File: config.mk
export PLATFORM = sky130hd
export DESIGN_NAME = avalon_io_byte_responder
export DESIGN_NICKNAME = d
export VERILOG_FILES = /design/src/rtl/avalon_io_byte_responder_pkg.sv /design/src/rtl/avalon_io_byte_responder_io_lane_select.sv /design/src/rtl/avalon_io_byte_responder.sv
export SDC_FILE = /design/constraint.sdc
export NUM_CORES = 1
export LEC_CHECK = 0
export ABC_AREA = 1
export CELL_PAD_IN_SITES_DETAIL_PLACEMENT = 2
export CELL_PAD_IN_SITES_GLOBAL_PLACEMENT = 2
export CORE_MARGIN = 4
export CORE_UTILIZATION = 32
export DETAILED_ROUTE_END_ITERATION = 8
export PLACE_DENSITY = 0.84
export SLEW_MARGIN = 20
export SYNTH_ARGS = -nofsm -noshare
export SYNTH_HDL_FRONTEND = slang
export SYNTH_SLANG_ARGS = --single-unit
File: constraint.sdc
create_clock -name clk -period 6.2 [get_ports clk]
set_input_delay 0.93 -clock clk [delete_from_list [all_inputs] [get_ports clk]]
set_output_delay 0.93 -clock clk [all_outputs]
set_load 0.02 [all_outputs]
File: src/rtl/avalon_io_byte_responder_pkg.sv
// Shared types, constants and lane helpers for the Avalon IO byte responder.
package avalon_io_byte_responder_pkg;

   typedef enum logic [1:0] {
      ST_IDLE   = 2'd0,
      ST_STROBE = 2'd1,
      ST_GAP    = 2'd2,
      ST_RESP   = 2'd3
   } state_e;

   localparam int          NUM_LANES       = 4;
   localparam logic [7:0]  FLOAT_BYTE      = 8'hFF;
   localparam logic [31:0] FLOAT_WORD      = 32'hFFFF_FFFF;
   localparam int unsigned DEFAULT_TIMEOUT = 15;

   // Extract one byte lane from a 32-bit word.
   function automatic logic [7:0] get_lane_byte(input logic [31:0] word, input logic [1:0] lane);
      return word[{lane, 3'b000} +: 8];
   endfunction

   // Replace one byte lane of a 32-bit word.
   function automatic logic [31:0] put_lane_byte(input logic [31:0] word, input logic [1:0] lane,
                                                 input logic [7:0] data);
      logic [31:0] result;
      result = word;
      result[{lane, 3'b000} +: 8] = data;
      return result;
   endfunction

endpackage

File: src/rtl/avalon_io_byte_responder_io_lane_select.sv
// Priority picker: lowest enabled lane at or above start_lane, with a
// flag raised when no enabled lane remains in that range.
module io_lane_select
   import avalon_io_byte_responder_pkg::*;
(
   input  logic [3:0] byteenable,
   input  logic [2:0] start_lane,
   output logic [1:0] next_lane,
   output logic       none_left
);

   logic cand_s;

   // Scan from the top lane down so the lowest qualifying lane wins last.
   always_comb begin
      next_lane = 2'd0;
      none_left = 1'b1;
      cand_s    = 1'b0;
      for (int i = NUM_LANES - 1; i >= 0; i--) begin
         cand_s    = byteenable[i] && (3'(i) >= start_lane);
         next_lane = cand_s ? 2'(i) : next_lane;
         none_left = cand_s ? 1'b0 : none_left;
      end
   end

endmodule

File: src/rtl/avalon_io_byte_responder.sv
// Avalon-MM IO responder: splits each 32-bit access into ascending
// single-byte accesses on an 8-bit legacy port with per-byte timeout,
// assembling read bytes (timed-out or disabled lanes float to 8'hFF).
module avalon_io_byte_responder
   import avalon_io_byte_responder_pkg::*;
#(
   parameter int unsigned TIMEOUT_CYCLES = DEFAULT_TIMEOUT
) (
   input  logic        clk,
   input  logic        rst_n,
   input  logic [15:0] io_address,
   input  logic [3:0]  io_byteenable,
   input  logic        io_read,
   input  logic        io_write,
   input  logic [31:0] io_writedata,
   output logic        io_waitrequest,
   output logic [31:0] io_readdata,
   output logic        io_readdatavalid,
   output logic [15:0] dev_address,
   output logic        dev_read,
   output logic        dev_write,
   output logic [7:0]  dev_writedata,
   input  logic [7:0]  dev_readdata,
   input  logic        dev_ack,
   output logic        dev_timeout
);

   localparam logic [7:0] TMO_LAST = 8'(TIMEOUT_CYCLES - 32'd1);

   state_e      state_q, state_d;
   logic [13:0] addr_q, addr_d;
   logic [3:0]  be_q, be_d;
   logic [31:0] wdata_q, wdata_d;
   logic        is_write_q, is_write_d;
   logic [1:0]  lane_q, lane_d;
   logic [7:0]  tcnt_q, tcnt_d;
   logic [31:0] word_q, word_d;
   logic        dev_read_q, dev_read_d;
   logic        dev_write_q, dev_write_d;
   logic [15:0] dev_address_q, dev_address_d;
   logic [7:0]  dev_writedata_q, dev_writedata_d;
   logic [31:0] io_readdata_q, io_readdata_d;
   logic        io_readdatavalid_q, io_readdatavalid_d;
   logic        dev_timeout_q, dev_timeout_d;

   logic [3:0]  sel_be_s;
   logic [2:0]  sel_start_s;
   logic [1:0]  sel_lane_s;
   logic        sel_none_s;
   logic [31:0] word_next_s;
   logic        unused_addr_s;

   // Word address low bits carry no information.
   assign unused_addr_s = ^io_address[1:0];

   assign io_waitrequest   = (state_q != ST_IDLE);
   assign io_readdata      = io_readdata_q;
   assign io_readdatavalid = io_readdatavalid_q;
   assign dev_address      = dev_address_q;
   assign dev_read         = dev_read_q;
   assign dev_write        = dev_write_q;
   assign dev_writedata    = dev_writedata_q;
   assign dev_timeout      = dev_timeout_q;

   // Picker inputs: the incoming command while idle, else the lanes above the current one.
   always_comb begin
      if (state_q == ST_IDLE) begin
         sel_be_s    = io_byteenable;
         sel_start_s = 3'd0;
      end else begin
         sel_be_s    = be_q;
         sel_start_s = {1'b0, lane_q} + 3'd1;
      end
   end

   io_lane_select u_lane_select (
      .byteenable (sel_be_s),
      .start_lane (sel_start_s),
      .next_lane  (sel_lane_s),
      .none_left  (sel_none_s)
   );

   // Next-state and next-output logic for the byte sequencer.
   always_comb begin
      state_d            = state_q;
      addr_d             = addr_q;
      be_d               = be_q;
      wdata_d            = wdata_q;
      is_write_d         = is_write_q;
      lane_d             = lane_q;
      tcnt_d             = tcnt_q;
      word_d             = word_q;
      word_next_s        = word_q;
      dev_read_d         = 1'b0;
      dev_write_d        = 1'b0;
      dev_address_d      = dev_address_q;
      dev_writedata_d    = dev_writedata_q;
      io_readdata_d      = io_readdata_q;
      io_readdatavalid_d = 1'b0;
      dev_timeout_d      = 1'b0;

      case (state_q)
         ST_IDLE: begin
            if (io_read || io_write) begin
               // Write wins when both requests are raised together.
               is_write_d = io_write;
               addr_d     = io_address[15:2];
               be_d       = io_byteenable;
               wdata_d    = io_writedata;
               word_d     = FLOAT_WORD;
               if (sel_none_s) begin
                  if (io_write) begin
                     state_d = ST_IDLE;
                  end else begin
                     state_d            = ST_RESP;
                     io_readdata_d      = FLOAT_WORD;
                     io_readdatavalid_d = 1'b1;
                  end
               end else begin
                  state_d         = ST_STROBE;
                  lane_d          = sel_lane_s;
                  tcnt_d          = 8'd0;
                  dev_read_d      = ~io_write;
                  dev_write_d     = io_write;
                  dev_address_d   = {io_address[15:2], sel_lane_s};
                  dev_writedata_d = get_lane_byte(io_writedata, sel_lane_s);
               end
            end else begin
               state_d = ST_IDLE;
            end
         end

         ST_STROBE: begin
            if (dev_ack || (tcnt_q == TMO_LAST)) begin
               // Ack has priority over a timeout landing in the same cycle.
               dev_timeout_d = ~dev_ack;
               if (is_write_q) begin
                  word_next_s = word_q;
               end else begin
                  word_next_s = put_lane_byte(word_q, lane_q, dev_ack ? dev_readdata : FLOAT_BYTE);
               end
               word_d = word_next_s;
               if (!sel_none_s) begin
                  state_d = ST_GAP;
               end else if (is_write_q) begin
                  state_d = ST_IDLE;
               end else begin
                  state_d            = ST_RESP;
                  io_readdata_d      = word_next_s;
                  io_readdatavalid_d = 1'b1;
               end
            end else begin
               tcnt_d      = (tcnt_q == 8'hFF) ? tcnt_q : (tcnt_q + 8'd1);
               dev_read_d  = dev_read_q;
               dev_write_d = dev_write_q;
            end
         end

         ST_GAP: begin
            state_d         = ST_STROBE;
            lane_d          = sel_lane_s;
            tcnt_d          = 8'd0;
            dev_read_d      = ~is_write_q;
            dev_write_d     = is_write_q;
            dev_address_d   = {addr_q, sel_lane_s};
            dev_writedata_d = get_lane_byte(wdata_q, sel_lane_s);
         end

         ST_RESP: begin
            state_d = ST_IDLE;
         end

         default: begin
            state_d = ST_IDLE;
         end
      endcase
   end

   // State and registered outputs with synchronous active-low reset.
   always_ff @(posedge clk) begin
      if (!rst_n) begin
         state_q            <= ST_IDLE;
         addr_q             <= 14'd0;
         be_q               <= 4'd0;
         wdata_q            <= 32'd0;
         is_write_q         <= 1'b0;
         lane_q             <= 2'd0;
         tcnt_q             <= 8'd0;
         word_q             <= 32'd0;
         dev_read_q         <= 1'b0;
         dev_write_q        <= 1'b0;
         dev_address_q      <= 16'd0;
         dev_writedata_q    <= 8'd0;
         io_readdata_q      <= 32'd0;
         io_readdatavalid_q <= 1'b0;
         dev_timeout_q      <= 1'b0;
      end else begin
         state_q            <= state_d;
         addr_q             <= addr_d;
         be_q               <= be_d;
         wdata_q            <= wdata_d;
         is_write_q         <= is_write_d;
         lane_q             <= lane_d;
         tcnt_q             <= tcnt_d;
         word_q             <= word_d;
         dev_read_q         <= dev_read_d;
         dev_write_q        <= dev_write_d;
         dev_address_q      <= dev_address_d;
         dev_writedata_q    <= dev_writedata_d;
         io_readdata_q      <= io_readdata_d;
         io_readdatavalid_q <= io_readdatavalid_d;
         dev_timeout_q      <= dev_timeout_d;
      end
   end

endmodule

==> flow_metrics.env, run 1 <==
export IMPL_post_cts_resized=0
export IMPL_crit_path_end_kind="flop"
export IMPL_critPathRequiredTime_ns=6.57
export IMPL_ys_ff_latch=153
export IMPL_ys_top_cells_by_area="dfxtp_1 (41%), nand2_1 (12%), nor2_1 (8.9%), a21oi_1 (6.3%), o21ai_0 (6.3%)"
export IMPL_setup_violations=0
export IMPL_htreeDepth=4
export IMPL_synth_simple_area_share_pct=31.0
export IMPL_rsz0062_at_grt="false"
export IMPL_worst_pin_slew_ns=0.981
export IMPL_cts_clk_slew_worst_paths_ns=0.07
export IMPL_layout_min_cycle_time_ns=3.94
export IMPL_dr_pass1_iters=4
export IMPL_wl_um=27100
export IMPL_cpPeakStageDelay_ns=0.67
export IMPL_ctsHoldBuffers=0
export IMPL_areaGrowthSynthToFinish_pct=27.3
export IMPL_fin_setup_tns_ns=0
export IMPL_num_antenna_cells=0
export IMPL_hp_class="reg2reg"
export IMPL_synth_top_area_share_pct=40.9
export IMPL_grt_pass1_vias=8167
export IMPL_cts_root_buf="clkbuf_16"
export IMPL_synth_top_area_cell="dfxtp_1"
export IMPL_nets=1251
export IMPL_cp_depth=13
export IMPL_syn_area_mm2=0.00749
export IMPL_wl_per_cell_um=18.0
export IMPL_core_rowCount=55
export IMPL_place_ws_ns=2.08
export IMPL_syn_avg_cell_area_um2=6.86
export IMPL_maxCapViolCount=0
export IMPL_slowest_stage="dfxtp_1"
export IMPL_overflow=0
export IMPL_ys_types=38
export IMPL_ys_seq_area_share_pct=40.9
export IMPL_hold_viol_final=0
export IMPL_cts_tree="done"
export IMPL_power_per_cell_area_mw_per_mm2=383
export IMPL_drv_slew=0
export IMPL_netlist_instances=1093
export IMPL_crit_chain="inv_1 > ha_1 > inv_1 > nand2_1 > o21ai_1 > nand2_1 > nand2_2 > nor2_8 > nand2_2 > nand2_4 > inv_2 > nor2_1 > nor2_1"
export IMPL_portBuffers=123
export IMPL_nFillCells=2758
export IMPL_fmax_ghz=0.254
export IMPL_critical_path_class="reg2reg"
export IMPL_grt_pass1_wl_um=43800
export IMPL_start_kind="flop"
export IMPL_dieWidth_um=161
export IMPL_grt_use_total_pct=20.8
export IMPL_initial_core_util_pct=32.8
export IMPL_critPathMaxFanout=34
export IMPL_synth_compound_area_share_pct=16.9
export IMPL_crit_family="simple AND/OR/NAND/NOR gates"
export IMPL_path_buf_inv=3
export IMPL_synth_nets=1165
export IMPL_synthAdderAreaFrac_pct=1.17
export IMPL_cts_buffers=17
export IMPL_synth_edff_count=0
export IMPL_status="complete, no violations"
export IMPL_ir_drop_mv=0.141
export IMPL_io_pin_count=126
export IMPL_synth_xor_area_share_pct=0.467
export IMPL_drt_iter0_drc=395
export IMPL_synthMuxAreaShare_pct=1.07
export IMPL_antenna_found_initial=1
export IMPL_synth_most_common_cell="nand2_1"
export IMPL_synth_top_family_by_area="simple AND/OR/NAND/NOR gates"
export IMPL_clk_latency_ns=0.44
export IMPL_ys_warnings_count=0
export IMPL_dpl_hpwl_um=17500
export IMPL_ff2ff_path_depth=13
export IMPL_p_leak_nw=4.18
export IMPL_crit_arrival_ns=4.32
export IMPL_max_clock_path_buffers=2
export IMPL_vias_per_cell=5.10
export IMPL_dieArea_mm2=0.0259
export IMPL_clock_sinks=153
export IMPL_post_cts_buffers=0
export IMPL_slew_headroom_pct=34.6
export IMPL_layout_drive_gt1_share_pct=5.29
export IMPL_hold_depth=2
export IMPL_globalplace_congestion=0.753
export IMPL_finClkSkew_ns=0.0138
export IMPL_ys_flop_type="dfxtp_1"
export IMPL_ant_nets=0
export IMPL_async_flop_share_pct=0
export IMPL_period_share_pct=63.6
export IMPL_grt_start_max_net_pins=97
export IMPL_vias=7673
export IMPL_die_h_um=161
export IMPL_core_mm2=0.0228
export IMPL_fin_ws_ns=2.26
export IMPL_yosys_top_cells_count="nand2_1 (232), nor2_1 (178), dfxtp_1 (153), a21oi_1 (95), o21ai_0 (95)"
export IMPL_post_route_drc_count=0
==> worst register-to-register path, cell delays in order, from the launching register on <==
cell,delay (ns)
dfxtp_1,0.67
inv_1,0.22
ha_1,0.35
inv_1,0.15
nand2_1,0.07
o21ai_1,0.14
nand2_1,0.47
nand2_2,0.32
nor2_8,0.09
nand2_2,0.56
nand2_4,0.26
inv_2,0.36
nor2_1,0.11
nor2_1,0.12
==> power breakdown <==
part | switching [mW] | internal, mW | total, mW
combinational | 0.812 | 0.415 | 1.23
sequential | 0.112 | 1.16 | 1.27
clock | 0.457 | 0.700 | 1.16
total | 1.38 | 2.28 | 3.66
==> worst paths after layout <==
check,start,endpoint,slack [ns]
max,lane_q[0]$_SDFFE_PN0P_,io_readdata[31]$_SDFFE_PN0P_,2.26
min,addr_q[4]$_SDFFE_PN0P_,addr_q[4]$_SDFFE_PN0P_,0.45
max reg2reg,lane_q[0]$_SDFFE_PN0P_,io_readdata[31]$_SDFFE_PN0P_,2.26
min reg2reg,addr_q[4]$_SDFFE_PN0P_,addr_q[4]$_SDFFE_PN0P_,0.45
==> final cells by class <==
| cell class | instances | area, um^2 | share of cell area (%) |
|---|---|---|---|
| sequential | 153 | 3060 | 32.1 |
| timing repair buffer | 131 | 1290 | 13.5 |
| tap | 313 | 392 | 4.10 |
| clock buffer | 19 | 453 | 4.75 |
| clock inverter | 13 | 190 | 1.99 |
| inverter | 94 | 353 | 3.70 |
| multi-input combinational | 782 | 3800 | 39.9 |
==> metrics by stage <==
step | cells | hold slack, ns | instance area, um^2 | util [%] | power [mW]
final | 1505 | 0.452 | 9540 | 41.8 | 3.66
after global routing | 1505 | 0.477 | 9540 | 41.8 | 3.89
after CTS | 1505 | 0.459 | 9540 | 41.8 | 3.70
after detailed placement | 1473 | 0.449 | 8900 | 39.0 | 2.51
after global placement | 1473 | 0.436 | 8900 | 39.0 | 2.46
after floorplan | 1093 | 0.425 | 7490 | - | 2.06
==> layer usage <==
metal	routed length, um	vias up	part of all wire, %	GRT usage [%]
met5	20	-	0.074	0
met4	431	2	1.6	5.93
met1	11800	3803	44	25.5
met2	13400	131	50	36.4
met3	1370	34	5.1	5.26
li1	-	3703	-	-
==> cell usage in the layout (no fill, tap or decap), drive strengths merged <==
master / instances
xor2: 2
clkdlybuf4s50: 122
a211oi: 1
ha: 7
xnor2: 2
nand3: 56
clkbuf: 19
nor3b: 1
o21ai: 101
clkinv: 9
inv: 93
nor3: 4
a21boi: 1
nand2: 240
nand3b: 32
a31oi: 1
a21oi: 95
dfxtp: 153
a221oi: 16
buf: 9
clkinvlp: 1
o21bai: 1
o21a: 15
and2: 16
mux2i: 8
nor2: 181
nand4: 2
bufinv: 4
==> cells by family (layout without fill, tap and decap cells) <==
group,count (synthesis),after routing
mux,8,8
compound gates,231,231
fa+ha+maj,7,7
xor+xnor,4,4
buf+inv,158,257
flops,153,153
simple gates,532,532
==> sequential cells by signal (all words and copies together) (netlist names), 4 cells and up <==
register and count:
wdata_q 32, dev_address 15, be_q 4, addr_q 14, dev_writedata 8, tcnt_q 8, word_q 32, io_readdata 32
(Power assumes the default switching activity.)
==> run 2: changes to the inputs <==
--- a/config.mk
+++ b/config.mk
@@ -9,9 +9,9 @@
 export CELL_PAD_IN_SITES_DETAIL_PLACEMENT = 2
 export CELL_PAD_IN_SITES_GLOBAL_PLACEMENT = 2
 export CORE_MARGIN = 4
-export CORE_UTILIZATION = 32
+export CORE_UTILIZATION = 29
 export DETAILED_ROUTE_END_ITERATION = 8
-export PLACE_DENSITY = 0.84
+export PLACE_DENSITY = 0.77
 export SLEW_MARGIN = 20
 export SYNTH_ARGS = -nofsm -noshare
 export SYNTH_HDL_FRONTEND = slang
==> constraint.sdc (replaced) <==
create_clock -name clk -period 4.05 [get_ports clk]
set_input_delay 0.6075 -clock clk [delete_from_list [all_inputs] [get_ports clk]]
set_output_delay 0.6075 -clock clk [all_outputs]
set_load 0.02 [all_outputs]
==> flow_metrics.env, run 2 (synthesis results as in run 1) <==
export IMPL_status="complete, no violations"
export IMPL_core_rowCount=58
export IMPL_worst_pin_slew_ns=1.07
export IMPL_clk_latency_ns=0.43
export IMPL_wl_um=26900
export IMPL_dpl_hpwl_um=17900
export IMPL_power_per_cell_area_mw_per_mm2=576
export IMPL_critPathMaxFanout=33
export IMPL_antenna_found_initial=1
export IMPL_clock_sinks=153
export IMPL_p_leak_nw=4.16
export IMPL_slew_headroom_pct=28.5
export IMPL_maxCapViolCount=0
export IMPL_start_kind="flop"
export IMPL_critical_path_class="reg2reg"
export IMPL_ir_drop_mv=0.182
export IMPL_overflow=0
export IMPL_fmax_ghz=0.317
export IMPL_drv_slew=0
export IMPL_dieWidth_um=169
export IMPL_drt_iter0_drc=394
export IMPL_nFillCells=3013
export IMPL_fin_setup_tns_ns=0
export IMPL_io_pin_count=126
export IMPL_post_cts_resized=0
export IMPL_vias_per_cell=4.97
export IMPL_num_antenna_cells=0
export IMPL_post_cts_buffers=0
export IMPL_nets=1254
export IMPL_hp_class="reg2reg"
export IMPL_cts_buffers=17
export IMPL_max_clock_path_buffers=2
export IMPL_wl_per_cell_um=17.6
export IMPL_vias=7578
export IMPL_final_common_cell="nand2_1"
export IMPL_final_seq_area_mm2=0.00306
export IMPL_cts_root_buf="clkbuf_16"
export IMPL_grt_use_total_pct=19.1
export IMPL_layout_drive_gt1_share_pct=5.52
export IMPL_dieArea_mm2=0.0285
export IMPL_post_route_drc_count=0
export IMPL_htreeDepth=4
export IMPL_core_mm2=0.0253
export IMPL_multi_input_area_mm2=0.00380
export IMPL_period_share_pct=77.8
export IMPL_ant_nets=0
export IMPL_critPathRequiredTime_ns=4.37
export IMPL_crit_arrival_ns=3.47
export IMPL_rsz0062_at_grt="false"
export IMPL_die_h_um=169
export IMPL_portBuffers=123
export IMPL_globalplace_congestion=0.746
export IMPL_grt_pass1_wl_um=44200
export IMPL_finalPower_mw=5.49
export IMPL_grt_start_max_net_pins=104
export IMPL_r2r_setup_slack_ns=0.90
export IMPL_cts_clk_slew_worst_paths_ns=0.06
export IMPL_ctsHoldBuffers=0
export IMPL_areaGrowthSynthToFinish_pct=27.3
export IMPL_hold_viol_final=0
export IMPL_cts_tree="done"
export IMPL_setup_violations=0
export IMPL_finClkSkew_ns=0.0146
export IMPL_grt_pass1_vias=8287
export IMPL_layout_min_cycle_time_ns=3.15
export IMPL_initial_core_util_pct=29.6
export IMPL_crit_path_end_kind="flop"
export IMPL_final_cell_mix="nand2_1 (231), nor2_1 (177), dfxtp_1 (153), clkdlybuf4s50_1 (122)"
export IMPL_dr_pass1_iters=5
[run 2: layout make-up]
class,instances,share of cell area [%]
Sequential cell,153,32.1
Tap cell,330,4.33
Multi-Input combinational cell,782,39.9
Clock inverter,14,1.69
Timing Repair Buffer,134,13.7
Inverter,94,3.70
Clock buffer,18,4.60
[run 2: path summary, 6_finish.rpt]
check,from,endpoint,depth (start not counted)
setup / recovery,lane_q[0]$_SDFFE_PN0P_,io_readdata[31]$_SDFFE_PN0P_,15
hold / removal,addr_q[3]$_SDFFE_PN0P_,addr_q[3]$_SDFFE_PN0P_,2
setup reg to reg,lane_q[0]$_SDFFE_PN0P_,io_readdata[31]$_SDFFE_PN0P_,15
hold reg to reg,addr_q[3]$_SDFFE_PN0P_,addr_q[3]$_SDFFE_PN0P_,2
[run 2: critical path, cell delays in order (launching register included)]
cell and delay [ns]:
dfxtp_1 0.31, buf_4 0.20, inv_1 0.13, ha_1 0.31
inv_1 0.09, nand2_1 0.07, o21ai_1 0.07, nand2_1 0.07
buf_4 0.25, nand2_2 0.14, nor2_8 0.21, nand3_4 0.42
nand2_4 0.35, inv_2 0.21, nor2_1 0.15, nor2_1 0.06
[run 2: stage by stage]
step | cells | instance area [um^2] | hold WS, ns | setup slack (ns) | utilization, %
CTS | 1525 | 9540 | 0.456 | 0.831 | 37.7
finish | 1525 | 9540 | 0.451 | 0.900 | 37.7
detailed placement | 1493 | 8940 | 0.446 | 0.812 | 35.3
global route | 1525 | 9540 | 0.490 | 0.504 | 37.7
global placement | 1493 | 8940 | 0.435 | 0.937 | 35.3
floorplan | 1093 | 7490 | 0.425 | 1.90 | -
[run 2: power breakdown]
part / internal, mW / switching [mW] / total, mW
Sequential: 1.78 / 0.152 / 1.93
Combinational: 0.644 / 1.25 / 1.90
Clock: 0.941 / 0.725 / 1.67
Total: 3.36 / 2.13 / 5.49
[run 2: routing by layer]
metal,vias up,track usage [%],wire length (um)
met1,3731,24.2,12200
met3,26,3.92,1030
met4,2,4.13,322
met2,105,33.6,13400
met5,-,0,12
li1,3714,-,-
==> run 3: changes to the inputs <==
==> constraint.sdc (replaced) <==
create_clock -name clk -period 3.3 [get_ports clk]
set_input_delay 0.495 -clock clk [delete_from_list [all_inputs] [get_ports clk]]
set_output_delay 0.495 -clock clk [all_outputs]
set_load 0.02 [all_outputs]
==> flow_metrics.env, run 3 (synthesis results as in run 1) <==
export IMPL_core_rowCount=58
export IMPL_antenna_found_initial=0
export IMPL_ant_nets=0
export IMPL_cts_buffers=17
export IMPL_whs_ns=0.447
export IMPL_die_h_um=169
export IMPL_maxCapViolCount=0
export IMPL_final_seq_area_mm2=0.00306
export IMPL_grt_met2_usage_pct=32.3
export IMPL_wl_per_cell_um=17.2
export IMPL_grt_use_met3_pct=4.37
export IMPL_drv_slew=0
export IMPL_final_cell_mix="nand2_1 (231), nor2_1 (177), dfxtp_1 (153), clkdlybuf4s50_1 (122)"
export IMPL_fin_setup_tns_ns=0
export IMPL_layout_drive_gt1_share_pct=5.76
export IMPL_dr_pass1_iters=4
export IMPL_post_cts_buffers=0
export IMPL_cts_tree="done"
export IMPL_critPathMaxFanout=18
export IMPL_num_antenna_cells=0
export IMPL_vias=7599
export IMPL_htreeDepth=4
export IMPL_drt_iter0_drc=257
export IMPL_hold_viol_final=0
export IMPL_dieArea_mm2=0.0285
export IMPL_rsz0062_at_grt="false"
export IMPL_final_common_cell="nand2_1"
export IMPL_ir_drop_mv=0.259
export IMPL_post_route_util_pct=37.8
export IMPL_grt_start_max_net_pins=64
export IMPL_grt_pass1_vias=8174
export IMPL_portBuffers=123
export IMPL_nFillCells=3001
export IMPL_start_kind="flop"
export IMPL_dpl_hpwl_um=17600
export IMPL_clock_sinks=153
export IMPL_setup_violations=0
export IMPL_worst_pin_slew_ns=0.812
export IMPL_multi_input_area_mm2=0.00380
export IMPL_overflow=0
export IMPL_areaGrowthSynthToFinish_pct=27.7
export IMPL_layout_min_cycle_time_ns=2.38
export IMPL_grt_use_total_pct=18.7
export IMPL_finClkSkew_ns=0.0128
export IMPL_wl_um=26300
export IMPL_core_mm2=0.0253
export IMPL_ctsHoldBuffers=0
export IMPL_slew_headroom_pct=45.8
export IMPL_globalplace_congestion=0.775
export IMPL_post_cts_resized=0
export IMPL_busiest_layer="met2"
export IMPL_groute_layer_met1_usage_pct=23.7
export IMPL_place_ws_ns=0.561
export IMPL_max_clock_path_buffers=2
export IMPL_cts_clk_slew_worst_paths_ns=0.06
export IMPL_critical_path_class="reg2reg"
export IMPL_vias_per_cell=4.97
export IMPL_power_per_cell_area_mw_per_mm2=699
export IMPL_dieWidth_um=169
export IMPL_place_area_mm2=0.00899
export IMPL_period_share_pct=72.0
export IMPL_critPathRequiredTime_ns=3.67
export IMPL_crit_path_end_kind="flop"
export IMPL_p_leak_nw=4.18
export IMPL_clk_latency_ns=0.43
export IMPL_cts_root_buf="clkbuf_16"
export IMPL_fmax_ghz=0.421
export IMPL_crit_arrival_ns=2.75
export IMPL_nets=1257
export IMPL_design_area_mm2=0.00957
export IMPL_post_route_drc_count=0
export IMPL_status="complete, no violations"
export IMPL_grt_pass1_wl_um=43200
export IMPL_initial_core_util_pct=29.6
export IMPL_io_pin_count=126
export IMPL_fin_ws_ns=0.923
export IMPL_hp_class="reg2reg"
==> run 3: final cells by class <==
class / count / area share [%]
sequential: 153 / 32.0
clock inverter: 14 / 1.53
timing repair buffer: 137 / 14.2
inverter: 94 / 3.69
multi-input combinational: 782 / 39.7
tap: 330 / 4.31
clock buffer: 18 / 4.59
==> run 3: metrics by stage <==
step	power, mW	instances
2_1_floorplan	3.86	1093
3_3_place_gp	4.68	1496
3_5_place_dp	4.75	1496
4_1_cts	6.80	1528
5_1_grt	7.16	1528
6_report	6.69	1528
==> run 3: critical path, stage by stage, from the launching register on <==
cell	delay, ns
dfxtp_1	0.40
inv_1	0.11
ha_1	0.30
inv_1	0.15
nand3_1	0.10
nand2_1	0.08
o21ai_2	0.08
nand2_2	0.31
nand2_2	0.31
nand2_1	0.13
nand3_1	0.10
nand3_1	0.13
nand2_1	0.06
inv_1	0.06
==> run 3: layer usage <==
layer  up-vias  wire length (um)
met5         -                 0
li1       3718                 -
met1      3758             12000
met2       108             12700
met4         0               221
met3        15              1310
==> run 3: final timing paths <==
path,start,end,slack [ns],depth (start not counted)
hold reg to reg,addr_q[13]$_SDFFE_PN0P_,addr_q[13]$_SDFFE_PN0P_,0.45,2
hold / removal,addr_q[13]$_SDFFE_PN0P_,addr_q[13]$_SDFFE_PN0P_,0.45,2
setup reg to reg,dev_address[1]$_SDFFE_PN0P_,dev_writedata[2]$_SDFFE_PN0P_,0.92,13
setup / recovery,dev_address[1]$_SDFFE_PN0P_,dev_writedata[2]$_SDFFE_PN0P_,0.92,13
==> run 3: where the power goes <==
group | internal [mW] | leakage, nW | switching (mW)
sequential | 2.18 | 1.26 | 0.183
combinational | 0.811 | 2.63 | 1.53
clock | 1.14 | 0.283 | 0.852
